## src/rtl/neuron_sequencer.sv

```systemverilog
// rtl/neuron_sequencer.sv - per-image neuron scoring sequencer with running argmax
`timescale 1ns/1ps
module neuron_sequencer #(
  parameter int NEURONS      = 10,
  parameter int PIXEL_N      = 785,
  parameter int PARALLEL     = 4,
  parameter int BUS_WIDTH    = 7,
  parameter int VAL_SIZE     = 26,
  parameter int DRAIN_CYCLES = 12,
  localparam int CHUNKS      = (PIXEL_N + PARALLEL*BUS_WIDTH - 1) / (PARALLEL*BUS_WIDTH),
  localparam int NW          = $clog2(NEURONS),
  localparam int CW          = $clog2(CHUNKS + 1)
) (
  input  logic                clk,
  input  logic                GlobalReset,
  input  logic                start,
  input  logic [VAL_SIZE-1:0] dp_value,
  output logic                dp_clear,
  output logic                fetch_en,
  output logic [NW-1:0]       neuron_idx,
  output logic [CW-1:0]       chunk_idx,
  output logic                busy,
  output logic                done,
  output logic [NW-1:0]       class_idx,
  output logic [VAL_SIZE-1:0] max_value
);

  localparam int PW = (BUS_WIDTH > 1) ? $clog2(BUS_WIDTH) : 1;
  localparam int DW = (DRAIN_CYCLES > 1) ? $clog2(DRAIN_CYCLES) : 1;

  typedef enum logic [2:0] {
    IDLE    = 3'd0,
    CLEAR   = 3'd1,
    FEED    = 3'd2,
    DRAIN   = 3'd3,
    CAPTURE = 3'd4,
    DONE    = 3'd5
  } state_t;

  state_t              state_q, state_d;
  logic [NW-1:0]       neuron_q, neuron_d;
  logic [CW-1:0]       chunk_q, chunk_d;
  logic [PW-1:0]       phase_q, phase_d;
  logic [DW-1:0]       drain_q, drain_d;
  logic [NW-1:0]       class_q, class_d;
  logic [VAL_SIZE-1:0] max_q, max_d;
  logic                dp_clear_q, dp_clear_d;
  logic                fetch_en_q, fetch_en_d;
  logic                busy_q, busy_d;
  logic                done_q, done_d;

  always_comb begin
    state_d  = state_q;
    neuron_d = neuron_q;
    chunk_d  = chunk_q;
    phase_d  = phase_q;
    drain_d  = drain_q;
    class_d  = class_q;
    max_d    = max_q;
    case (state_q)
      IDLE: begin
        if (start) begin
          state_d  = CLEAR;
          neuron_d = '0;
        end
      end
      CLEAR: begin
        state_d = FEED;
        chunk_d = '0;
        phase_d = '0;
      end
      FEED: begin
        if (phase_q == PW'(BUS_WIDTH - 1)) begin
          phase_d = '0;
          chunk_d = chunk_q + 1'b1;
          if (chunk_q == CW'(CHUNKS - 1)) begin
            state_d = DRAIN;
            drain_d = '0;
          end
        end else begin
          phase_d = phase_q + 1'b1;
        end
      end
      DRAIN: begin
        if (drain_q == DW'(DRAIN_CYCLES - 1)) state_d = CAPTURE;
        else drain_d = drain_q + 1'b1;
      end
      CAPTURE: begin
        // Strict compare keeps the earlier (lower) neuron on ties.
        if (neuron_q == '0 || $signed(dp_value) > $signed(max_q)) begin
          max_d   = dp_value;
          class_d = neuron_q;
        end
        if (neuron_q == NW'(NEURONS - 1)) begin
          state_d = DONE;
        end else begin
          neuron_d = neuron_q + 1'b1;
          state_d  = CLEAR;
        end
      end
      DONE:    state_d = IDLE;
      default: state_d = IDLE;
    endcase

    // Outputs are decoded from the next state so they come straight from flops.
    dp_clear_d = (state_d == CLEAR);
    fetch_en_d = (state_d == FEED);
    busy_d     = (state_d != IDLE);
    done_d     = (state_d == DONE);
  end

  always_ff @(posedge clk or posedge GlobalReset) begin
    if (GlobalReset) begin
      state_q    <= IDLE;
      neuron_q   <= '0;
      chunk_q    <= '0;
      phase_q    <= '0;
      drain_q    <= '0;
      class_q    <= '0;
      max_q      <= '0;
      dp_clear_q <= 1'b0;
      fetch_en_q <= 1'b0;
      busy_q     <= 1'b0;
      done_q     <= 1'b0;
    end else begin
      state_q    <= state_d;
      neuron_q   <= neuron_d;
      chunk_q    <= chunk_d;
      phase_q    <= phase_d;
      drain_q    <= drain_d;
      class_q    <= class_d;
      max_q      <= max_d;
      dp_clear_q <= dp_clear_d;
      fetch_en_q <= fetch_en_d;
      busy_q     <= busy_d;
      done_q     <= done_d;
    end
  end

  assign dp_clear   = dp_clear_q;
  assign fetch_en   = fetch_en_q;
  assign busy       = busy_q;
  assign done       = done_q;
  assign neuron_idx = neuron_q;
  assign chunk_idx  = chunk_q;
  assign class_idx  = class_q;
  assign max_value  = max_q;

endmodule

```

## config.mk

```make
export PLATFORM = sky130hd
export DESIGN_NAME = neuron_sequencer
export DESIGN_NICKNAME = d
export VERILOG_FILES = /design/src/rtl/neuron_sequencer.sv
export SDC_FILE = /design/constraint.sdc
export NUM_CORES = 1
export LEC_CHECK = 0
export CAP_MARGIN = 25
export CORE_MARGIN = 4
export CORE_UTILIZATION = 45
export CTS_BUF_LIST = sky130_fd_sc_hd__clkbuf_8
export DETAILED_ROUTE_END_ITERATION = 8
export GPL_TIMING_DRIVEN = 1
export HOLD_SLACK_MARGIN = 0.05
export PLACE_DENSITY = 0.74
export SLEW_MARGIN = 20
export SYNTH_ARGS = -nofsm -noshare
export SYNTH_HDL_FRONTEND = slang
export SYNTH_SLANG_ARGS = --single-unit
```

## constraint.sdc

```tcl
create_clock -name clk -period 2.4 [get_ports clk]
set_clock_uncertainty 0.15 [all_clocks]
set_input_delay 0.36 -clock clk [delete_from_list [all_inputs] [get_ports clk]]
set_output_delay 0.36 -clock clk [all_outputs]
set_load 0.005 [all_outputs]
```

==> results.md, run 1 <==
* Outcome: complete, but fails checks
* Failing checks: setup timing
* Worst hold-check path type: in -> reg
* Critical Path Start Type: register
* Largest net degree at the start of global routing at 54
* Post-route cell area at between 4000 and 5000 um^2
* Final setup vio count at 30
* Mapped Area at 3087 um^2
* Post-synthesis async set-or-reset flop share at 100.0%
* Pins over their slew limit at 0
* Worst Reg-to-Reg Cells at 11
* Net count, final at ~480
* Synth warnings at 0
* Avg Vias per Cell at 5.191
* Most frequent cells in the layout: dfrtp_1, buf_4, clkdlybuf4s50_1
* Ports at 72
* RSZ-0062 raised after global routing: true
* Critical path type: reg -> reg
* Drt drc at 0
* Max Cap Viol at 0
* Antenna violations before repair at 1
* Sw Share at 25.40%
* Critical Path RT at 2440 ps
* Pint at 0.001325 W
* Dpl hpwl at 5188 um
* Clock transition time at the flip-flop clock pins of the worst setup and hold paths at 100 ps
* Final ANT Viol Nets at 0
* Htree depth at 2
* CTS tree: done
* Sequential power share at 52.3%
* Die area at roughly 8200 um^2
* Port Buf Inserts at 71
* Clk sinks at 53
* Global-route wire length before repair at 11,700 um
* Maximum root-to-sink buffer count at 2
* DP Worst Slack at -616.5 ps
* CTS buffer count at 5
* Chip Width at 90.82 um
* Hold Buf Count CTS at 0
* CP Capture Type: register
* Final worst slack at -293.3 ps
* Clk pwr share at 27.2%
* Achievable Freq at 0.3713 GHz
* Worst Tran Pin Value at 340.5 ps
* Post-synth EDFFs at 0
* Combinational group share of total power at between 20% and 30%
* Setup_tns at -7328 ps
* Final Hold Vio Count at 0
* Net Sw Power at ~0.00045 W
* Post-DR wirelength/cell at 15.18 um
* Register area share after synthesis at 42.97%
* Number of global-route vias before repair at about 2,600
* Rows at 29
* Arr. time, crit path at roughly 2700 ps
* Minimum clock period at 2693 ps
* Maximum vdd ir drop at 0.2001 mV
* CTS root buffer: clkbuf_8
* RePlAce Congestion at about 0.86
* Mapped Avg Cell Area at 10.95 um^2
* Synth Register Bits at 53
* Total core area at between 6000 and 7000 um^2
* Worst Path Max Fanout at 6
* Leak Pwr at ~2.3 nW
* P&R area growth vs syn at 51.64%
* Clock Latency Late Sink at 310 ps
* Synthesized Nets at 343
* Final Cycle Share at 112.2%
* Congestion Overflow GR at 0
* Main flop type after synthesis: dfrtp_1
* Worst Hold Depth at 2
* Routed wire length at 7482 um
* Gr usage total at ~17%
* Most common cell after layout, fill and taps aside: dfrtp_1
* Pwr Density at between 300 and 400 nW/um^2
* Die H at 90.82 um
* Initial core utilization at 47.52%
* Share of cells above drive strength 1 at 31.08%
* DR iter-0 viols at 64
* DRT Pass-1 Iters at 4
* Via count at 2,559
* Slew margin rel. at 77.13%
* Area post-placement at about 4300 um^2
* Fillers at 451
* Yosys cell types at 38
* Mapped Cells at ~280
## sequential cells by signal, indices dropped and copies added, names as in the netlist
| register | count |
|---|---|
| fetch_en | 1 |
| state_q | 3 |
| chunk_idx | 5 |
| neuron_idx | 4 |
| busy | 1 |
| class_idx | 4 |
| done | 1 |
| drain_q | 4 |
| dp_clear | 1 |
| max_value | 26 |
| phase_q | 3 |
## per-layer routing
metal	vias up	share of wire, %	track usage [%]	routed length, um
met5	-	0	0	0
met4	0	1.3	4.648	96
met3	11	4.1	4.000	305
met2	56	50	30.20	3766
met1	1230	44	20.47	3313
li1	1262	-	-	-
## kinds of logic (layout without fill, tap and decap cells)
family | after synthesis | count (layout) | synth area share [%]
buffers and inverters | 42 | 175 | 6.080
adder cells (fa/ha/maj) | 32 | 32 | 12.97
AO/OA/AOI/OAI | 49 | 49 | 10.78
AND/OR/NAND/NOR | 72 | 72 | 11.80
other | 0 | 1 | 0
flip-flops | 53 | 53 | 42.97
XOR/XNOR | 5 | 5 | 1.419
multiplexers | 29 | 29 | 13.98
## final timing paths
path	to	slack, ps	from
max	max_value[23]	-290	max_value[19]
min	max_value[2]	190	dp_value[2]
max reg2reg	max_value[23]	-290	max_value[19]
min reg2reg	class_idx[3]	360	class_idx[3]
max in group asynchronous	max_value[23]	1600	GlobalReset
min in group asynchronous	max_value[13]	260	GlobalReset
## repair_timing
item	CTS	global route
setup buffers	5	7
setup endpoints to repair	30	30
resized for setup	26	26
cloned	2	1
pin swaps	11	25
## cell type report
| class | instances | area [um^2] | share of cell area, % |
|---|---|---|---|
| diodes | 1 | 2.502 | 0.05346 |
| repair buffers | 130 | 1254 | 26.78 |
| clock inverters | 3 | 11.26 | 0.2406 |
| well taps | 77 | 96.34 | 2.058 |
| flip-flops and latches | 53 | 1326 | 28.33 |
| multi-input cells | 187 | 1783 | 38.09 |
| clock buffers | 5 | 68.82 | 1.470 |
| inverters | 37 | 138.9 | 2.967 |
## synth_stat cells (5+ instances only)
| master | number | area [um^2] |
|---|---|---|
| dfrtp_1 | 53 | 1326 |
| a21oi_1 | 15 | 75.07 |
| mux2_4 | 28 | 420.4 |
| nand3_1 | 9 | 45.04 |
| nor3_1 | 6 | 30.03 |
| inv_1 | 37 | 138.9 |
| nand4_1 | 12 | 75.07 |
| o21ai_0 | 17 | 85.08 |
| xor2_1 | 5 | 43.79 |
| nor2_1 | 15 | 56.30 |
| nand2_1 | 17 | 63.81 |
| ha_1 | 32 | 400.4 |
## power by group through the flow
| stage | Sequential, W | Combinational (W) | Clock [W] |
|---|---|---|---|
| final | 0.000928 | 0.000365 | 0.000483 |
| after floorplan | 0.000950 | 0.000136 | 0 |
| after detailed placement | 0.000945 | 0.000327 | 0 |
| after global placement | 0.000944 | 0.000319 | 0 |
| after global routing | 0.000931 | 0.000399 | 0.000523 |
| after CTS | 0.000927 | 0.000331 | 0.000496 |
## stage by stage
step	cells	util, %	power [W]	hold slack, ps
final	493	72.07	0.001776	186.4
after global routing	493	72.07	0.001852	195.0
after CTS	485	68.60	0.001755	272.0
after detailed placement	470	65.63	0.001272	337.6
after global placement	470	65.63	0.001263	326.5
after floorplan	282	-	0.001086	337.3
## critical path, cell delays in order, from the launching register on
cell and delay, ps:
dfrtp_1 360, inv_1 70, ha_4 270, nand4_1 170
nor4_1 350, buf_4 170, a41o_1 200, nand2_2 90
o311ai_4 80, buf_6 200, clkbuf_16 170, mux2_4 300
Power figures use the tool's default switching activity.
==> run 2, diff against run 1 <==
Settings changed: MAX_ROUTING_LAYER set to met4.
==> results.md, run 2 (synthesis results as in run 1) <==
* Final Hold Vio Count at 0 (unchanged)
* Area post-placement at 4263 um^2 (unchanged)
* Post-route cell area at 4681 um^2 (unchanged)
* Total core area at 6495 um^2 (unchanged)
* Clock Latency Late Sink at 310 ps (about the same)
* Layout Cells excl Fill at 493 (unchanged)
* Initial core utilization at 47.52% (unchanged)
* Clk sinks at 53 (unchanged)
* Most common cell after layout, fill and taps aside: dfrtp_1
* Worst Hold Depth at 2 (unchanged)
* Worst R2R End: max_value[23]
* Number of global-route vias before repair at 2,602 (-0.27%)
* Hold Buf Count CTS at 0 (unchanged)
* GR Layer Usage met2 at 30.14% (-0.062 points)
* Outcome: complete, but fails checks
* Via count at 2,563 (+0.16%)
* R2r startpoint: max_value[19]
* Final Cycle Share at 111.8% (-0.45 points)
* RePlAce Congestion at 0.8708 (+1.6%)
* Antenna violations before repair at 1 (unchanged)
* Gr busiest metal: met2
* Net count, final at 475 (unchanged)
* Drt drc at 0 (unchanged)
* CTS buffer count at 5 (unchanged)
* Post-DR wirelength/cell at 15.10 um (-0.48%)
* Rows at 29 (unchanged)
* Share of cells above drive strength 1 at 31.08% (unchanged)
* Failing checks: setup timing
* Total power at 0.001776 W (about the same)
* Achievable Freq at 0.3728 GHz (+0.40%)
* P&R area growth vs syn at 51.64% (unchanged)
* Global-route wire length before repair at 11,720 um (+0.18%)
* Critical path type: reg -> reg
* CTS root buffer: clkbuf_8
* Hold Path End: max_value[2]
* Sequence of cells on the critical path: inv_1, ha_4, nand4_1, nor4_1, buf_4, a41o_1, nand2_2, o311ai_4, buf_6, clkbuf_16, mux2_4
* Die area at 8248 um^2 (unchanged)
* Most frequent cells in the layout: dfrtp_1, buf_4, clkdlybuf4s50_1
* Largest net degree at the start of global routing at 54 (unchanged)
* RSZ-0062 raised after global routing: true
* Maximum root-to-sink buffer count at 2 (unchanged)
* Worst Path Max Fanout at 6 (unchanged)
* DR iter-0 viols at 81 (+27%)
* Final setup vio count at 30 (unchanged)
* Die H at 90.82 um (unchanged)
* Largest stage delay, worst path at 360 ps (about the same)
* Grt met1 use at 20.63% (+0.16 points)
* Worst Tran Pin Value at 340.4 ps (-0.04363 ps)
* Minimum clock period at 2682 ps (-10.84 ps)
* Critical Path Start Type: register
* Final ANT Viol Nets at 0 (unchanged)
* CTS tree: done
* Leak Pwr at 2.320 nW (unchanged)
* Port Buf Inserts at 71 (unchanged)
* Dpl hpwl at 5188 um (unchanged)
* Max Cap Viol at 0 (unchanged)
* Htree depth at 2 (unchanged)
* Pwr Density at 379.4 nW/um^2 (about the same)
* Clock transition time at the flip-flop clock pins of the worst setup and hold paths at 100 ps (about the same)
* Final worst slack at -282.4 ps (+10.84 ps)
* Fillers at 451 (unchanged)
* Critical Path RT at 2440 ps (about the same)
* Met3 Resource Use GR at 3.917% (-0.083 points)
* Reg-to-reg slack, setup at -280 ps (about the same)
* Avg Vias per Cell at 5.199 (+0.16%)
* Routed wire length at 7446 um (-0.48%)
* DRT Pass-1 Iters at 4 (unchanged)
* Arr. time, crit path at 2720 ps (about the same)
* Cells after DPL at 470 (unchanged)
* Max reg flops at 26 (unchanged)
* CP startpoint: max_value[19]
* Maximum vdd ir drop at 0.2006 mV (+0.23%)
* CP Capture Type: register
* Congestion Overflow GR at 0 (unchanged)
* Min-delay src: dp_value[2]
* Ports at 72 (unchanged)
* Chip Width at 90.82 um (unchanged)
* Final Util at 72.07% (unchanged)
* Gr usage total at 17.48% (+0.50 points)
* Slew margin rel. at 77.13% (about the same)
* Critical-path top delay cell: dfrtp_1
* Pins over their slew limit at 0 (unchanged)
* Worst Reg-to-Reg Cells at 11 (unchanged)
* Worst hold-check path type: in -> reg
run 2: through the flow:
step	setup TNS, ps	hold slack [ps]	setup WS [ps]
after floorplan	-723.7	337.3	-35.37
after global placement	-16800	326.5	-575.1
after detailed placement	-17880	337.6	-616.5
after CTS	-4932	272.0	-207.9
after global routing	-10360	195.0	-385.5
final	-7030	184.5	-282.4
run 2: power by group:
group / internal [W] / total [W] / switching [W]
registers: 0.000914 / 0.000928 / 0.0000137
clock network: 0.000196 / 0.000483 / 0.000288
logic: 0.000214 / 0.000364 / 0.000150
total: 0.00132 / 0.00178 / 0.000451
run 2: what timing repair did:
action / 4_1_cts / 5_1_grt
pin swaps: 11 / 25
setup buffers: 5 / 7
gates resized for setup: 26 / 26
cloned: 2 / 1
setup endpoints to repair: 30 / 30
run 2: critical path, delay by kind of cell, from the launching register on:
family | cells | cell delay [ps]
AND/OR/NAND/NOR | 3 | 600
multiplexers | 1 | 300
flip-flops | 1 | 360
buffers and inverters | 4 | 600
AO/OA/AOI/OAI | 2 | 280
adder cells (fa/ha/maj) | 1 | 270
run 2: final cells by class:
type	instances	area, um^2	area share (%)
Antenna cell	1	2.502	0.05346
Multi-Input combinational cell	187	1783	38.09
Timing Repair Buffer	130	1254	26.78
Clock buffer	5	68.82	1.470
Inverter	37	138.9	2.967
Tap cell	77	96.34	2.058
Sequential cell	53	1326	28.33
Clock inverter	3	11.26	0.2406
run 2: worst max path at each step:
stage / end / depth (start not counted)
after floorplan: max_value[10] / 9
final: max_value[23] / 11
after global routing: max_value[23] / 11
after global placement: max_value[15] / 9
after detailed placement: max_value[13] / 9
after CTS: max_value[21] / 11
run 2: metal layers:
metal / part of all wire (%) / routed length (um)
met1: 45 / 3328
met2: 50 / 3739
met3: 3.8 / 281
met4: 1.3 / 95
met5: 0 / 0
